===== src/rtl/pkt_arb_pkg.sv =====
// rtl/pkt_arb_pkg.sv - shared types and round-robin pick helper for packet_arbiter
package pkt_arb_pkg;

  localparam int DROP_CNT_W = 16;
  localparam int RR_MAX_N   = 8;

  typedef enum logic {
    IDLE = 1'b0,
    BUSY = 1'b1
  } state_e;

  typedef struct packed {
    logic       found;
    logic [2:0] idx;
  } rr_pick_t;

  // First set request at or above ptr, wrapping modulo n (n <= RR_MAX_N).
  function automatic rr_pick_t rr_pick(input logic [RR_MAX_N-1:0] req,
                                       input logic [2:0]          ptr,
                                       input int unsigned         n);
    rr_pick_t    res;
    int unsigned pos;
    res = '0;
    for (int unsigned k = 0; k < RR_MAX_N; k++) begin
      pos = ({29'd0, ptr} + k) % n;
      if (k < n && !res.found && req[pos[2:0]]) begin
        res.found = 1'b1;
        res.idx   = pos[2:0];
      end
    end
    return res;
  endfunction

endpackage


===== src/rtl/rr_arbiter_core.sv =====
// rtl/rr_arbiter_core.sv - combinational round-robin winner selection
module rr_arbiter_core
  import pkt_arb_pkg::*;
#(
  parameter int unsigned N_INPUTS      = 2,
  parameter int unsigned CHANNEL_WIDTH = $clog2(N_INPUTS)
) (
  input  logic [N_INPUTS-1:0]      req_i,
  input  logic [CHANNEL_WIDTH-1:0] ptr_i,
  output logic [CHANNEL_WIDTH-1:0] winner_o,
  output logic                     found_o
);

  logic [RR_MAX_N-1:0] req_ext;
  logic [2:0]          ptr_ext;
  rr_pick_t            pick;

  always_comb begin
    req_ext                  = '0;
    req_ext[N_INPUTS-1:0]    = req_i;
    ptr_ext                  = '0;
    ptr_ext[CHANNEL_WIDTH-1:0] = ptr_i;
    pick                     = rr_pick(req_ext, ptr_ext, N_INPUTS);
    winner_o                 = pick.idx[CHANNEL_WIDTH-1:0];
    found_o                  = pick.found;
  end

endmodule


===== src/rtl/packet_arbiter.sv =====
// rtl/packet_arbiter.sv - packet-level round-robin arbiter onto one Avalon-ST sink
module packet_arbiter
  import pkt_arb_pkg::*;
#(
  parameter int unsigned N_INPUTS      = 2,
  parameter int unsigned AST_DWIDTH    = 64,
  parameter int unsigned BITS_PER_SYMB = 8,
  parameter int unsigned EMPTY_WIDTH   = $clog2(AST_DWIDTH / BITS_PER_SYMB),
  parameter int unsigned CHANNEL_WIDTH = $clog2(N_INPUTS)
) (
  input  logic                              clk_i,
  input  logic                              srst_i,
  input  logic [N_INPUTS*AST_DWIDTH-1:0]    snk_data_i,
  input  logic [N_INPUTS-1:0]               snk_valid_i,
  input  logic [N_INPUTS-1:0]               snk_sop_i,
  input  logic [N_INPUTS-1:0]               snk_eop_i,
  input  logic [N_INPUTS*EMPTY_WIDTH-1:0]   snk_empty_i,
  output logic [N_INPUTS-1:0]               snk_ready_o,
  output logic [AST_DWIDTH-1:0]             src_data_o,
  output logic                              src_valid_o,
  output logic                              src_sop_o,
  output logic                              src_eop_o,
  output logic [EMPTY_WIDTH-1:0]            src_empty_o,
  output logic [CHANNEL_WIDTH-1:0]          src_channel_o,
  input  logic                              src_ready_i,
  output logic [DROP_CNT_W-1:0]             drop_cnt_o
);

  state_e                    state_q, state_d;
  logic [CHANNEL_WIDTH-1:0]  grant_q, grant_d;
  logic [CHANNEL_WIDTH-1:0]  rr_ptr_q, rr_ptr_d;
  logic [DROP_CNT_W-1:0]     drop_cnt_q, drop_cnt_d;

  logic [N_INPUTS-1:0]       req;
  logic [N_INPUTS-1:0]       stray;
  logic [3:0]                stray_n;
  logic [DROP_CNT_W:0]       drop_sum;
  logic [CHANNEL_WIDTH-1:0]  winner;
  logic                      found;

  assign req   = snk_valid_i & snk_sop_i;
  assign stray = snk_valid_i & ~snk_sop_i;

  rr_arbiter_core #(
    .N_INPUTS      (N_INPUTS),
    .CHANNEL_WIDTH (CHANNEL_WIDTH)
  ) u_rr_core (
    .req_i    (req),
    .ptr_i    (rr_ptr_q),
    .winner_o (winner),
    .found_o  (found)
  );

  always_comb begin
    state_d       = state_q;
    grant_d       = grant_q;
    rr_ptr_d      = rr_ptr_q;
    drop_cnt_d    = drop_cnt_q;
    snk_ready_o   = '0;
    src_data_o    = '0;
    src_valid_o   = 1'b0;
    src_sop_o     = 1'b0;
    src_eop_o     = 1'b0;
    src_empty_o   = '0;
    src_channel_o = '0;

    stray_n = '0;
    for (int i = 0; i < N_INPUTS; i++) begin
      stray_n = stray_n + {3'b000, stray[i]};
    end
    drop_sum = {1'b0, drop_cnt_q} + {{(DROP_CNT_W-3){1'b0}}, stray_n};

    case (state_q)
      IDLE: begin
        // Strays are swallowed here so a source can never stall arbitration
        // with a headless packet tail.
        snk_ready_o = stray;
        drop_cnt_d  = drop_sum[DROP_CNT_W] ? '1 : drop_sum[DROP_CNT_W-1:0];
        if (found) begin
          grant_d = winner;
          state_d = BUSY;
        end
      end
      BUSY: begin
        src_data_o           = snk_data_i[grant_q*AST_DWIDTH +: AST_DWIDTH];
        src_valid_o          = snk_valid_i[grant_q];
        src_sop_o            = snk_sop_i[grant_q];
        src_eop_o            = snk_eop_i[grant_q];
        src_empty_o          = snk_empty_i[grant_q*EMPTY_WIDTH +: EMPTY_WIDTH];
        src_channel_o        = grant_q;
        snk_ready_o[grant_q] = src_ready_i;
        if (snk_valid_i[grant_q] && snk_eop_i[grant_q] && src_ready_i) begin
          state_d  = IDLE;
          rr_ptr_d = (grant_q == CHANNEL_WIDTH'(N_INPUTS - 1)) ? '0 : grant_q + 1'b1;
        end
      end
      default: state_d = IDLE;
    endcase

    if (srst_i) begin
      snk_ready_o = '0;
      src_valid_o = 1'b0;
    end
  end

  always_ff @(posedge clk_i) begin
    if (srst_i) begin
      state_q    <= IDLE;
      grant_q    <= '0;
      rr_ptr_q   <= '0;
      drop_cnt_q <= '0;
    end else begin
      state_q    <= state_d;
      grant_q    <= grant_d;
      rr_ptr_q   <= rr_ptr_d;
      drop_cnt_q <= drop_cnt_d;
    end
  end

  assign drop_cnt_o = drop_cnt_q;

endmodule


===== config.mk =====
export PLATFORM = sky130hd
export DESIGN_NAME = packet_arbiter
export DESIGN_NICKNAME = d
export VERILOG_FILES = /design/src/rtl/pkt_arb_pkg.sv /design/src/rtl/rr_arbiter_core.sv /design/src/rtl/packet_arbiter.sv
export SDC_FILE = /design/constraint.sdc
export NUM_CORES = 1
export LEC_CHECK = 0
export BUFFER_PORTS_ARGS = -buffer_cell sky130_fd_sc_hd__buf_4
export CAP_MARGIN = 10
export CORE_AREA = 2 2 89 91
export CTS_BUF_LIST = sky130_fd_sc_hd__clkbuf_4 sky130_fd_sc_hd__clkbuf_8
export DETAILED_ROUTE_END_ITERATION = 8
export DIE_AREA = 0 0 91 93
export PLACE_DENSITY = 0.66
export SLEW_MARGIN = 30
export SYNTH_ARGS = -nofsm -noshare
export SYNTH_HDL_FRONTEND = slang
export SYNTH_SLANG_ARGS = --single-unit

===== constraint.sdc =====
create_clock -name clk_i -period 1.9 [get_ports clk_i]
set_input_delay 0.19 -clock clk_i [delete_from_list [all_inputs] [get_ports clk_i]]
set_output_delay 0.19 -clock clk_i [all_outputs]
set_load 0.02 [all_outputs]

### After elaboration in Yosys (flattened, before gate mapping)

Index checks and enable logic that the tools add are counted.

| storage, ports and cells | value |
|---|---|
| bits in registers | 19 |
| input port bits | 143 |
| output and inout port bits | 89 |
| word-level logic and storage cells | 55 |

| operators by class | value |
|---|---|
| add/subtract/negate cells | 4 |
| multiply operators | 1 |
| magnitude comparators | 4 |
| shift-type cells | 2 |
| mux-type cells | 28 |
| bitwise gates (word level) | 5 |
| reduce and logical (&&, ||, !) cells | 7 |

Operators with widths:

| operator | count |
|---|---|
| variable part select 128 x 8 -> 64 bit | 1 |
| 2-to-1 mux 64 bit | 1 |
| 2-to-1 mux 1 bit | 19 |
| adder 16 x 2 -> 17 bit | 1 |
| 2-to-1 mux 16 bit | 1 |
| < comparator 1 x 4 -> 1 bit (second input constant) | 2 |
| 2-to-1 mux 4 bit | 2 |
| bitwise AND 2 bit | 3 |
| variable part select 6 x 4 -> 3 bit | 1 |
| logical AND 1 bit | 4 |
| case mux 2 bit (2 select lines) | 1 |
| AND reduction 2 bit | 2 |
| multiplier 1 x 2 -> 3 bit (second input constant) | 1 |
| 2-to-1 mux 3 bit | 1 |
| adder 1 bit (second input constant) | 2 |
| adder 1 x 1 -> 2 bit | 1 |
| < comparator 1 x 2 -> 1 bit (second input constant) | 1 |
| 2-to-1 mux 2 bit | 1 |
| NOT 2 bit | 1 |
| case mux 1 bit (2 select lines) | 1 |
| demux 1 bit (select 1 bit) | 1 |
| >= comparator 1 bit (second input constant) | 1 |
| zero test 1 bit | 1 |
| NOT 1 bit | 1 |

### Depth between registers and ports, before layout

| logic depth | value |
|---|---|
| depth in word-level cells | 9 |
| mapped depth | 7 |
| depth with buffers taken out | 7 |

### Modules after synthesis

Synthesis repeated with hierarchy kept, for this count alone.

| second synthesis, totals | value |
|---|---|
| cell total of the unflattened synthesis | 267 |
| area, all modules | 2082.0 sq um |

Modules (own cells, without submodules):

| module | instances | cells an instance | area each (sq um) | sequential area each (sq um) |
|---|---|---|---|---|
| packet_arbiter | 1 | 264 | 2064.5 | 380.4 |
| rr_arbiter_core | 1 | 3 | 17.5 | 0.0 |

### Worst setup path before layout

OpenSTA, ideal clock, no wires.

| timing | value |
|---|---|
| path kind | register to register |
| start | register drop_cnt_q[0], in the netlist drop_cnt_o[0] |
| end | register drop_cnt_q[14], in the netlist drop_cnt_o[14] |
| setup time | 0.079 ns |
| arrival time | 1.723 ns |
| data required time | 1.821 ns |
| slack | 0.097 ns |
| cell stages (with the launch flop) | 7 |
| path buffers | 0 |
| period minus slack after synthesis | 1.803 ns |
| path through | dfxtp_1 fa_1 ha_1 nand3b_4 nor4_4 a31oi_1 a211oi_2 |

| on the way | value |
|---|---|
| word-level cells in the longest chain between the ends | 2 |

RTL lines:

| element | RTL line | source |
|---|---|---|
| start: declaration | packet_arbiter.sv:32 | `logic [DROP_CNT_W-1:0] drop_cnt_q, drop_cnt_d;` |
| start signal: assignment | packet_arbiter.sv:116 | `drop_cnt_q <= drop_cnt_d;` |
| adder 16 x 2 -> 17 bit | packet_arbiter.sv:71 | `drop_sum = {1'b0, drop_cnt_q} + {{(DROP_CNT_W-3){1'b0}}, stray_n};` |
| 2-to-1 mux 16 bit | packet_arbiter.sv:78 | `drop_cnt_d = drop_sum[DROP_CNT_W] ? '1 : drop_sum[DROP_CNT_W-1:0];` |

Every way passes these cells.
A chain may end at the register's enable or synchronous reset.

### Worst setup path after layout

| timing | value |
|---|---|
| start | register drop_cnt_q[0], in the netlist drop_cnt_o[0] |
| end | register drop_cnt_q[0], in the netlist drop_cnt_o[0] |

The elaborated chain is that of the path after synthesis.

==> results by group <==
Outcome
  • Outcome: finished, final reports clean

Worst setup path
  • Buf/Inv on CP: 0
  • Largest stage delay on the critical path: 0.39 ns
  • Critical path class: flop to flop
  • Reg2reg start: drop_cnt_o[0]$_SDFFE_PP0N_
  • Reg2reg path depth: 6
  • Critical-path top delay cell: dfxtp_1
  • CP startpoint kind: flop
  • Cell Chain, Critical Path: fa_1, ha_1, nand3b_4, nor3_4, nand2_2, a21oi_1
  • Delay-heaviest family, CP: simple AND/OR/NAND/NOR gates
  • Crit Reg-Reg Endpoint: drop_cnt_o[0]$_SDFFE_PP0N_
  • Data required, critical path: 2.08 ns
  • CP Max Fanout: 10
  • Worst setup EP type: flop
  • Worst R2R Setup Slack: 0.14 ns
  • Critical Path AT: 1.94 ns

Synth
  • Post-synth top area cell: mux2i_1
  • Mapped cell area: 2090 um2
  • YS warnings: 0
  • Area share of the largest cell type after synthesis: 0.335
  • Ys flop type: dfxtp_1
  • Syn_nets: 414
  • Synthesized area per cell: 7.78 um2
  • Commonest cells post-synth: nor2_1, mux2i_1, dfxtp_1, a21oi_1, buf_2
  • Synth cell types: 39
  • EDFF count, synth: 0
  • Post-synthesis cell count: 269
  • Seq/Total Area, Yosys: 0.182
  • Async S/R FF share, synth: 0
  • Top-count cell post-synth: nor2_1
  • Post-synthesis register bit count: 19
  • Top cells by area, synth: mux2i_1, dfxtp_1, nor2_1

STA
  • Final setup fails: 0
  • Final worst-path cycle share: 0.925
  • Fin Hold WS: 0.142 ns
  • Final Skew: 0.00244 ns
  • Hold Fails Final Rpt: 0
  • Slew Limit Fails: 0
  • Worst slew pin tran: 0.354 ns
  • Unrepaired setup endpoints after global routing: false
  • Fmax: 569 MHz
  • Relative slew slack: 0.764
  • Tmin final: 1.76 ns

Placed design
  • Placer Congestion: 0.841
  • Port bufs: 231
  • Post-DP Area: 3980 um2
  • DP Wirelength: 7740 um

Clock network
  • Post-CTS Setup Bufs: 0
  • Cts repair resizes: 0
  • Total CTS buffers: 3
  • Clock root buffer: clkbuf_8
  • H-tree depth: 1
  • # hold bufs at CTS: 0
  • TritonCTS clock tree: done
  • CTS Sinks: 19
  • Clock-pin slew on the worst setup and hold paths: 0.07 ns
  • Clock tree buffer depth: 2
  • Clock latency on the worst-skew pair: 0.25 ns

Power and ir drop
  • Overall power: 1590 uW
  • Worst VDD drop: 0.289 mV
  • Leakage: 0.00193 uW
  • PD cells: 395 nW/um2

Drt
  • Drt initial violations: 73
  • Avg WL per Cell: 15.2 um
  • Via Count: 2815
  • Final WL: 9060 um
  • DRT Pass-1 Iters: 4
  • Final ANT Viol Nets: 0
  • Via-per-instance ratio: 4.72
  • Post-route DRC: 0

Hold path
  • WHS Endpoint: rr_ptr_q$_SDFFE_PP0P_
  • Hold Crit Depth: 2
  • Min-delay src: snk_eop_i[1]
  • Hold WC Path Type: primary input to flop

Job
  • MaxCap Viol Count: 0

Global routing
  • GR Overflow Total: 0
  • Largest net degree at the start of global routing: 50
  • First-pass GRT wire length: 14100 um
  • Initial antenna violation count: 0
  • Overall routing resource usage: 0.204
  • Number of global-route vias before repair: 2751

Die
  • DIE WIDTH: 91 um
  • Initial Utilization: 0.278
  • Die area: 8460 um2
  • Die Height: 93 um
  • IO Count: 232
  • Site Rows: 32
  • Core Footprint: 7530 um2

Final layout
  • Share of cells above drive strength 1: 0.528
  • Filler cell count: 757
  • Area delta synth->final: 92.7%
  • # diodes: 0
  • Post-layout instance area: 4030 um2
  • Nets: 640
## cells by family (layout without fill, tap and decap cells)
kind of cell,count (synthesis),after routing,share of synthesized area
DFF,19,19,0.182
adders and majority gates,2,2,0.0155
AOI/OAI and AO/OA,27,27,0.0867
buffers and inverters,24,249,0.0478
xor gates and xnor gates,9,9,0.0377
muxes,71,71,0.340
and+or+nand+nor,117,117,0.290
## sequential cells by signal (all words and copies together), names as in the netlist
name / cells
drop_cnt_o: 16
state_q: 1
rr_ptr_q: 1
grant_q: 1
## placed cells by master (no fill, tap or decap), types with 2 or more instances in the layout
| master | count |
|---|---|
| nor2b_1 | 3 |
| a31oi_1 | 2 |
| inv_1 | 4 |
| nor4_2 | 3 |
| dfxtp_1 | 17 |
| buf_4 | 237 |
| nor4_1 | 2 |
| clkbuf_8 | 3 |
| buf_12 | 3 |
| nand2_2 | 2 |
| o21ai_0 | 2 |
| xor2_1 | 2 |
| a211oi_2 | 2 |
| nor3_1 | 6 |
| xnor2_1 | 7 |
| nand2_1 | 4 |
| nand4_1 | 2 |
| a311oi_1 | 3 |
| nand3_1 | 5 |
| mux2i_1 | 70 |
| nor2_1 | 81 |
| a21oi_1 | 13 |
## stage by stage
| step | instances | TNS [ns] | setup slack (ns) | util |
|---|---|---|---|---|
| 6_report | 596 | 0 | 0.143 | 0.536 |
| 5_1_grt | 596 | 0 | 0.0129 | 0.536 |
| 4_1_cts | 596 | 0 | 0.0807 | 0.535 |
| 3_5_place_dp | 592 | -0.0562 | -0.0229 | 0.529 |
| 3_3_place_gp | 592 | 0 | 0.0220 | 0.529 |
| 2_1_floorplan | 269 | 0 | 0.0975 | - |
## where the power goes
| group | leakage, uW | internal [uW] | switching, uW |
|---|---|---|---|
| Combinational | 0.00175 | 457 | 416 |
| Sequential | 0.000155 | 409 | 19.1 |
| Clock | 0.0000262 | 163 | 130 |
| Total | 0.00193 | 1030 | 565 |
## cell type report
| type | instances | area (um2) | area share |
|---|---|---|---|
| Timing Repair Buffer | 240 | 1840 | 0.456 |
| Multi-Input combinational cell | 226 | 1610 | 0.400 |
| Sequential cell | 19 | 385 | 0.0956 |
| Tap cell | 102 | 128 | 0.0317 |
| Clock buffer | 4 | 48.8 | 0.0121 |
| Inverter | 5 | 18.8 | 0.00466 |
## worst max-delay path by stage
stage | startpoint | endpoint | slack, ns | cells after the start
after floorplan | drop_cnt_o[0]$_SDFFE_PP0N_ | drop_cnt_o[14]$_SDFFE_PP0N_ | 0.1 | 6
after CTS | state_q$_SDFF_PP0_ | snk_ready_o[0] | 0.08 | 5
after global routing | drop_cnt_o[0]$_SDFFE_PP0N_ | drop_cnt_o[11]$_SDFFE_PP0N_ | 0.01 | 6
after global placement | snk_sop_i[0] | drop_cnt_o[0]$_SDFFE_PP0N_ | 0.02 | 8
final | drop_cnt_o[0]$_SDFFE_PP0N_ | drop_cnt_o[0]$_SDFFE_PP0N_ | 0.14 | 6
after detailed placement | snk_sop_i[0] | drop_cnt_o[0]$_SDFFE_PP0N_ | -0.02 | 8
## per-layer routing
layer  part of all wire  wire length (um)  GRT usage
met3              0.088               796     0.0403
met2               0.47              4280      0.343
met4              0.016               146     0.0429
met5                  0                 0          0
met1               0.42              3830      0.272
No activity file was read; power rests on OpenSTA's default activity.
